==> config.mk <==
export PLATFORM = sky130hd
export DESIGN_NAME = router_out_tx_flat
export DESIGN_NICKNAME = d
export VERILOG_FILES = /design/src/rtl/router_out_tx_if.sv /design/src/rtl/router_out_tx.sv /design/src/flat_wrapper.sv
export SDC_FILE = /design/constraint.sdc
export NUM_CORES = 1
export LEC_CHECK = 0
export ABC_AREA = 1
export BUFFER_PORTS_ARGS = -buffer_cell sky130_fd_sc_hd__buf_4
export CORE_MARGIN = 2
export CORE_UTILIZATION = 35
export CTS_BUF_LIST = sky130_fd_sc_hd__clkbuf_8 sky130_fd_sc_hd__clkbuf_16
export CTS_CLUSTER_SIZE = 8
export DETAILED_ROUTE_END_ITERATION = 6
export PLACE_DENSITY = 0.58
export SLEW_MARGIN = 40
export SYNTH_ARGS = -nofsm -noshare
export SYNTH_HDL_FRONTEND = slang
export SYNTH_SLANG_ARGS = --single-unit
==> constraint.sdc <==
create_clock -name clock -period 3.6 [get_ports clock]
set_input_delay 0.9 -clock clock [delete_from_list [all_inputs] [get_ports clock]]
set_output_delay 0.9 -clock clock [all_outputs]
set_load 0.02 [all_outputs]
==> src/rtl/router_out_tx_if.sv <==
// Byte-stream input port of the router output transmitter: packet bytes with
// an end-of-packet flag and a ready/valid handshake.
interface router_out_tx_if;
  logic [7:0] in_data;
  logic       in_valid;
  logic       in_last;
  logic       in_ready;

  modport master (
    output in_data,
    output in_valid,
    output in_last,
    input  in_ready
  );

  modport slave (
    input  in_data,
    input  in_valid,
    input  in_last,
    output in_ready
  );
endinterface

==> src/rtl/router_out_tx.sv <==
// Router output-lane transmitter: buffers packet bytes and serializes them LSB
// first on dout/valido_n/frameo_n. ROUTER_TX_CUT_THROUGH_EN selects cut-through.
module router_out_tx #(
  parameter int FIFO_DEPTH = 16,
  parameter int IDLE_GAP   = 1
) (
  input  logic            clock,
  input  logic            reset_n,
  router_out_tx_if.slave  in_if,
  output logic            dout,
  output logic            valido_n,
  output logic            frameo_n,
  output logic            busy,
  output logic            err_trunc
);

  localparam int AW = $clog2(FIFO_DEPTH);
  localparam int CW = AW + 1;
  localparam int GW = (IDLE_GAP > 1) ? $clog2(IDLE_GAP) : 1;
  localparam logic [CW-1:0] FULL_CNT = CW'(FIFO_DEPTH);
  localparam logic [GW-1:0] GAP_LAST = GW'(IDLE_GAP - 1);

  typedef enum logic [1:0] {S_IDLE, S_SEND, S_GAP, S_STALL} state_t;

  state_t          state_reg, state_next;
  logic [2:0]      bit_reg, bit_next;
  logic [GW-1:0]   gap_reg, gap_next;
  logic [7:0]      sr_reg;
  logic            byte_last_reg;
  logic            dout_reg, dout_next;
  logic            valido_n_reg, valido_n_next;
  logic            frameo_n_reg, frameo_n_next;
  logic            busy_reg;

  logic [8:0]      mem [FIFO_DEPTH];
  logic [AW-1:0]   wr_ptr_reg, rd_ptr_reg;
  logic [CW-1:0]   count_reg;
  logic            fifo_full;
  logic            in_fire;
  logic            push_en;
  logic            push_last;
  logic            pop;
  logic            shift;
  logic            start;

  assign in_fire   = in_if.in_valid & in_if.in_ready;
  assign fifo_full = (count_reg == FULL_CNT);

`ifdef ROUTER_TX_CUT_THROUGH_EN
  logic fifo_empty;

  assign fifo_empty     = (count_reg == '0);
  assign in_if.in_ready = ~fifo_full;
  assign push_en        = in_fire;
  assign push_last      = in_if.in_last;
  assign start          = ~fifo_empty;
  assign err_trunc      = 1'b0;
`else
  logic [CW-1:0] pkt_cnt_reg, pkt_cnt_next;
  logic          discard_reg, discard_next;
  logic          err_trunc_reg;
  logic          trunc;
  logic          pop_last;
  logic          last_flag_reg [FIFO_DEPTH];

  assign in_if.in_ready = ~fifo_full | discard_reg;
  assign push_en        = in_fire & ~discard_reg;
  // With no complete packet buffered nothing can pop, so this push fills the FIFO.
  assign trunc          = push_en & ~in_if.in_last & (count_reg == FULL_CNT - 1'b1)
                          & (pkt_cnt_reg == '0);
  assign push_last      = in_if.in_last | trunc;
  assign start          = (pkt_cnt_reg != '0);
  assign err_trunc      = err_trunc_reg;

  // End-of-packet flags mirrored in flops so pkt_cnt can track the pop edge.
  genvar gi;
  for (gi = 0; gi < FIFO_DEPTH; gi++) begin : g_last_flag
    always_ff @(posedge clock) begin
      if (!reset_n)
        last_flag_reg[gi] <= 1'b0;
      else if (push_en && (wr_ptr_reg == AW'(gi)))
        last_flag_reg[gi] <= push_last;
    end
  end

  assign pop_last = last_flag_reg[rd_ptr_reg];

  always_comb begin
    pkt_cnt_next = pkt_cnt_reg;
    discard_next = discard_reg;
    if ((push_en & push_last) && !(pop & pop_last))
      pkt_cnt_next = pkt_cnt_reg + 1'b1;
    else if (!(push_en & push_last) && (pop & pop_last))
      pkt_cnt_next = pkt_cnt_reg - 1'b1;
    if (trunc)
      discard_next = 1'b1;
    else if (in_fire && discard_reg && in_if.in_last)
      discard_next = 1'b0;
  end

  always_ff @(posedge clock) begin
    if (!reset_n) begin
      pkt_cnt_reg   <= '0;
      discard_reg   <= 1'b0;
      err_trunc_reg <= 1'b0;
    end else begin
      pkt_cnt_reg   <= pkt_cnt_next;
      discard_reg   <= discard_next;
      err_trunc_reg <= trunc;
    end
  end
`endif

  always_ff @(posedge clock) begin
    if (!reset_n) begin
      wr_ptr_reg <= '0;
      rd_ptr_reg <= '0;
      count_reg  <= '0;
    end else begin
      if (push_en)
        wr_ptr_reg <= wr_ptr_reg + 1'b1;
      if (pop)
        rd_ptr_reg <= rd_ptr_reg + 1'b1;
      case ({push_en, pop})
        2'b10:   count_reg <= count_reg + 1'b1;
        2'b01:   count_reg <= count_reg - 1'b1;
        default: count_reg <= count_reg;
      endcase
    end
  end

  // Storage plus registered read straight into the shift register.
  always_ff @(posedge clock) begin
    if (push_en)
      mem[wr_ptr_reg] <= {push_last, in_if.in_data};
    if (pop) begin
      sr_reg        <= mem[rd_ptr_reg][7:0];
      byte_last_reg <= mem[rd_ptr_reg][8];
    end else if (shift) begin
      sr_reg <= {1'b0, sr_reg[7:1]};
    end
  end

  always_comb begin
    state_next    = state_reg;
    bit_next      = bit_reg;
    gap_next      = gap_reg;
    pop           = 1'b0;
    shift         = 1'b0;
    dout_next     = 1'b0;
    valido_n_next = 1'b1;
    frameo_n_next = 1'b1;
    case (state_reg)
      S_IDLE: begin
        if (start) begin
          pop        = 1'b1;
          bit_next   = 3'd0;
          state_next = S_SEND;
        end
      end
      S_SEND: begin
        dout_next     = sr_reg[0];
        valido_n_next = 1'b0;
        frameo_n_next = 1'b0;
        if (bit_reg == 3'd7) begin
          bit_next = 3'd0;
          if (byte_last_reg) begin
            frameo_n_next = 1'b1;
            gap_next      = '0;
            state_next    = S_GAP;
          end
`ifdef ROUTER_TX_CUT_THROUGH_EN
          else if (fifo_empty) begin
            state_next = S_STALL;
          end
`endif
          else begin
            pop = 1'b1;
          end
        end else begin
          shift    = 1'b1;
          bit_next = bit_reg + 3'd1;
        end
      end
      S_GAP: begin
        if (gap_reg == GAP_LAST)
          state_next = S_IDLE;
        else
          gap_next = gap_reg + 1'b1;
      end
`ifdef ROUTER_TX_CUT_THROUGH_EN
      S_STALL: begin
        frameo_n_next = 1'b0;
        if (!fifo_empty) begin
          pop        = 1'b1;
          state_next = S_SEND;
        end
      end
`endif
      default: state_next = S_IDLE;
    endcase
  end

  always_ff @(posedge clock) begin
    if (!reset_n) begin
      state_reg    <= S_IDLE;
      bit_reg      <= 3'd0;
      gap_reg      <= '0;
      dout_reg     <= 1'b0;
      valido_n_reg <= 1'b1;
      frameo_n_reg <= 1'b1;
      busy_reg     <= 1'b0;
    end else begin
      state_reg    <= state_next;
      bit_reg      <= bit_next;
      gap_reg      <= gap_next;
      dout_reg     <= dout_next;
      valido_n_reg <= valido_n_next;
      frameo_n_reg <= frameo_n_next;
      busy_reg     <= (state_next != S_IDLE);
    end
  end

  assign dout     = dout_reg;
  assign valido_n = valido_n_reg;
  assign frameo_n = frameo_n_reg;
  assign busy     = busy_reg;

endmodule
==> src/flat_wrapper.sv <==
// flat-port wrapper written by rule: the top's interface ports become plain ports
module router_out_tx_flat 
#(
  parameter int FIFO_DEPTH = 16,
  parameter int IDLE_GAP   = 1
)
  (clock, reset_n, dout, valido_n, frameo_n, busy, err_trunc, in_if_in_data, in_if_in_valid, in_if_in_last, in_if_in_ready);
  router_out_tx_if in_if_i ();
  input  logic clock;
  input  logic reset_n;
  output logic dout;
  output logic valido_n;
  output logic frameo_n;
  output logic busy;
  output logic err_trunc;
  input wire logic [$bits(in_if_i.in_data)-1:0] in_if_in_data;
  input wire logic [$bits(in_if_i.in_valid)-1:0] in_if_in_valid;
  input wire logic [$bits(in_if_i.in_last)-1:0] in_if_in_last;
  output wire logic [$bits(in_if_i.in_ready)-1:0] in_if_in_ready;
  assign in_if_i.in_data = in_if_in_data;
  assign in_if_i.in_valid = in_if_in_valid;
  assign in_if_i.in_last = in_if_in_last;
  assign in_if_in_ready = in_if_i.in_ready;
  router_out_tx #(.FIFO_DEPTH(FIFO_DEPTH), .IDLE_GAP(IDLE_GAP)) u_core (.clock(clock), .reset_n(reset_n), .in_if(in_if_i), .dout(dout), .valido_n(valido_n), .frameo_n(frameo_n), .busy(busy), .err_trunc(err_trunc));
endmodule
==> results.txt <==
status = completed
clock tree sinks = 202
crit end category = flip-flop
part of the power in combinational logic = 28.2%
total global routing track utilization = 14.9%
cell count after synthesis = 878
Worst Tran Pin Value = 0.699 ns
static leakage = 4.15 nW
Final Total Pwr = 7.42 mW
peak fanout along the critical path = 18
clock buffer count from CTS = 29
post-detailed-route via-to-cell ratio = 4.73
Worst IR Drop VDD = 0.387 mV
number of nets in the layout = 927
part of the Yosys area used for sequential elements = 64.7%
largest net degree at the start of global routing = 65
grt ovf = 0
critical path class = flip-flop to flip-flop
power density over the cells = 739 nW/um^2
number of top-level pins = 18
switching share of total power = 34.0%
Unique masters post-synth = 28
period utilization = 75.0%
cts-stage hold buffer count = 0
number of antenna violations at the first check in global routing = 0
class of the worst hold path = flip-flop to flip-flop
power share of the sequential group = 40.0%
time the final worst path needs with I/O delays and setup = 2.70 ns
Worst slew margin = 53.4%
starting DRC count in detailed routing = 491
final setup fails = 0
netlist area before placement = 8850 sq um
Site Rows = 58
worst endpoint required time = 4.07 ns
Die Area = 26,600 sq um
Syn Nets = 907
count of input and output buffers = 17
buffer and inverter count on the worst path = 1
dpl hpwl = 11,600 um
Seq. cell area = 5730 sq um
Die Width = 163 um
number of max-capacitance violations reported = 0
largest incremental delay on the critical path = 0.45 ns
Starting Density = 35.4%
share of final-layout standard cells stronger than drive strength 1 = 8.92%
CORE AREA = 25,000 sq um
Layout Skew = 0.0121 ns
vias in the first global route = 5,545
final worst slack = 0.900 ns
most frequent cells in the layout = sky130_fd_sc_hd__nand2_1 (272), sky130_fd_sc_hd__edfxtp_1 (168), sky130_fd_sc_hd__nand3_1 (126)
Worst path most repeated cell = sky130_fd_sc_hd__nand2_1
ordered list of cells on the worst path = nor2_1, nand3_1, nand3_1, nand2_2, ha_1, inv_1, fa_1, or2_2, nand2_1, nand2_1, nand2_1, nand2_1, a21oi_1
cell with the largest stage delay on the worst path = sky130_fd_sc_hd__fa_1
number of failing hold endpoints at the final stage = 0
via count = 5,850
flip-flop count of the largest register after layout = 144
number of pins with negative max-slew slack in the final report = 0
sum of routed wire length over all layers = 19,500 um
weighted congestion at the end of routability-driven global placement = 0.783
FF+latch count, synth = 202
Int Pwr = 4.90 mW
per-cell routed wire length = 15.8 um
first-pass GRT wire length = 30,200 um
clock-pin slew of the registers on the worst-case setup and hold paths = 0.06 ns
maximum clock rate = 370 MHz
later-pin clock latency in the skew report = 0.54 ns
critical path's top delay family = simple AND/OR/NAND/NOR gates
CTS tree = yes
CTS Buffer Depth = 3
Synth warnings = 0
Mean Syn Cell Area = 10.1 sq um
cell at the root of the clock tree = sky130_fd_sc_hd__clkbuf_16
final total negative setup slack = 0 ns
unrepaired setup endpoints after global routing = no
synthesis-to-layout area growth = 13.4%
number of diodes added for antenna fixing = 0
footprint of the multi-input gates = 2540 sq um
category of the worst setup path launch point = flip-flop
number of buffers added for setup after CTS = 0
Detail Route Antenna Nets = 0
layout filler cell count = 2,400
leading cell type in the layout, fill and taps excluded = sky130_fd_sc_hd__nand2_1
switching power total = 2.53 mW
portion of total power attributed to the clock network = 31.8%
H-tree depth = 1
worst slack, placed = 0.691 ns
floorplan die height = 163 um
length of the first detailed-routing pass in iterations = 5
number of remaining DRC errors = 0
quantity of gates resized following cts = 0
data arrival time of the worst path = 3.17 ns
[final timing paths]
| check | startpoint | slack [ns] | endpoint | cells past startpoint |
|---|---|---|---|---|
| setup / recovery | u_core.pkt_cnt_reg[0] | 0.90 | u_core.count_reg[4] | 13 |
| hold reg to reg | u_core.bit_reg[0] | 0.46 | u_core.bit_reg[0] | 1 |
| setup reg to reg | u_core.pkt_cnt_reg[0] | 0.90 | u_core.count_reg[4] | 13 |
| hold / removal | u_core.bit_reg[0] | 0.46 | u_core.bit_reg[0] | 1 |
[metal layers]
metal / part of all wire (%) / track usage [%] / up-vias
li1: - / - / 2922
met1: 44 / 19.1 / 2763
met2: 49 / 26.0 / 126
met3: 4.5 / 2.01 / 39
met4: 2.8 / 5.03 / 0
met5: 0 / 0 / -
[cell usage after synthesis, drive strengths merged]
master  number  share of area, %
o21ai       22               1.2
dfxtp       34               7.7
clkbuf      10              0.42
clkinv       1             0.042
inv         96               4.1
ha          15               2.1
xnor2        3              0.30
edfxtp     168                57
o211ai       4              0.34
xor2         5              0.49
nand3      128               7.4
a21oi       19               1.1
nand4        2              0.14
or2          1             0.071
nor3         2              0.11
buf         27               2.0
fa           2              0.45
nand2      276                12
nor2        63               3.0
[power groups by stage]
stage | clock [mW] | sequential, mW | combinational, mW
after CTS | 2.40 | 2.97 | 2.12
after floorplan | 0 | 2.94 | 1.69
after global placement | 0 | 3.01 | 2.07
after global routing | 2.49 | 2.99 | 2.41
final | 2.36 | 2.97 | 2.09
after detailed placement | 0 | 3.01 | 2.11
[through the flow]
| stage | std cells | utilization (%) | area [sq um] | hold slack [ns] |
|---|---|---|---|---|
| finish | 1238 | 40.2 | 10000 | 0.465 |
| CTS | 1238 | 40.2 | 10000 | 0.467 |
| global placement | 1197 | 37.0 | 9250 | 0.452 |
| global route | 1238 | 40.2 | 10000 | 0.483 |
| detailed placement | 1197 | 37.0 | 9250 | 0.456 |
| floorplan | 878 | - | 8850 | 0.433 |
[worst register-to-register path, delay by kind of cell (launching register included)]
| family | cells | cell delay [ns] |
|---|---|---|
| compound gates | 1 | 0.12 |
| simple gates | 9 | 1.20 |
| fa+ha+maj | 2 | 0.80 |
| flops | 1 | 0.41 |
| buf+inv | 1 | 0.10 |
[area by class of cell]
type,count,area share (%)
Sequential cell,202,57.1
Timing Repair Buffer,26,1.94
Multi-Input combinational cell,542,25.3
Clock buffer,29,7.23
Clock inverter,12,0.648
Tap cell,330,4.11
Inverter,97,3.68
[logic make-up after synthesis]
logic type	share of synthesized area [%]
adders and majority gates	2.57
AOI/OAI and AO/OA	2.66
DFF	64.7
xor gates and xnor gates	0.792
buffers and inverters	6.55
and+or+nand+nor	22.7
No activity file was read; power rests on OpenSTA's default activity.
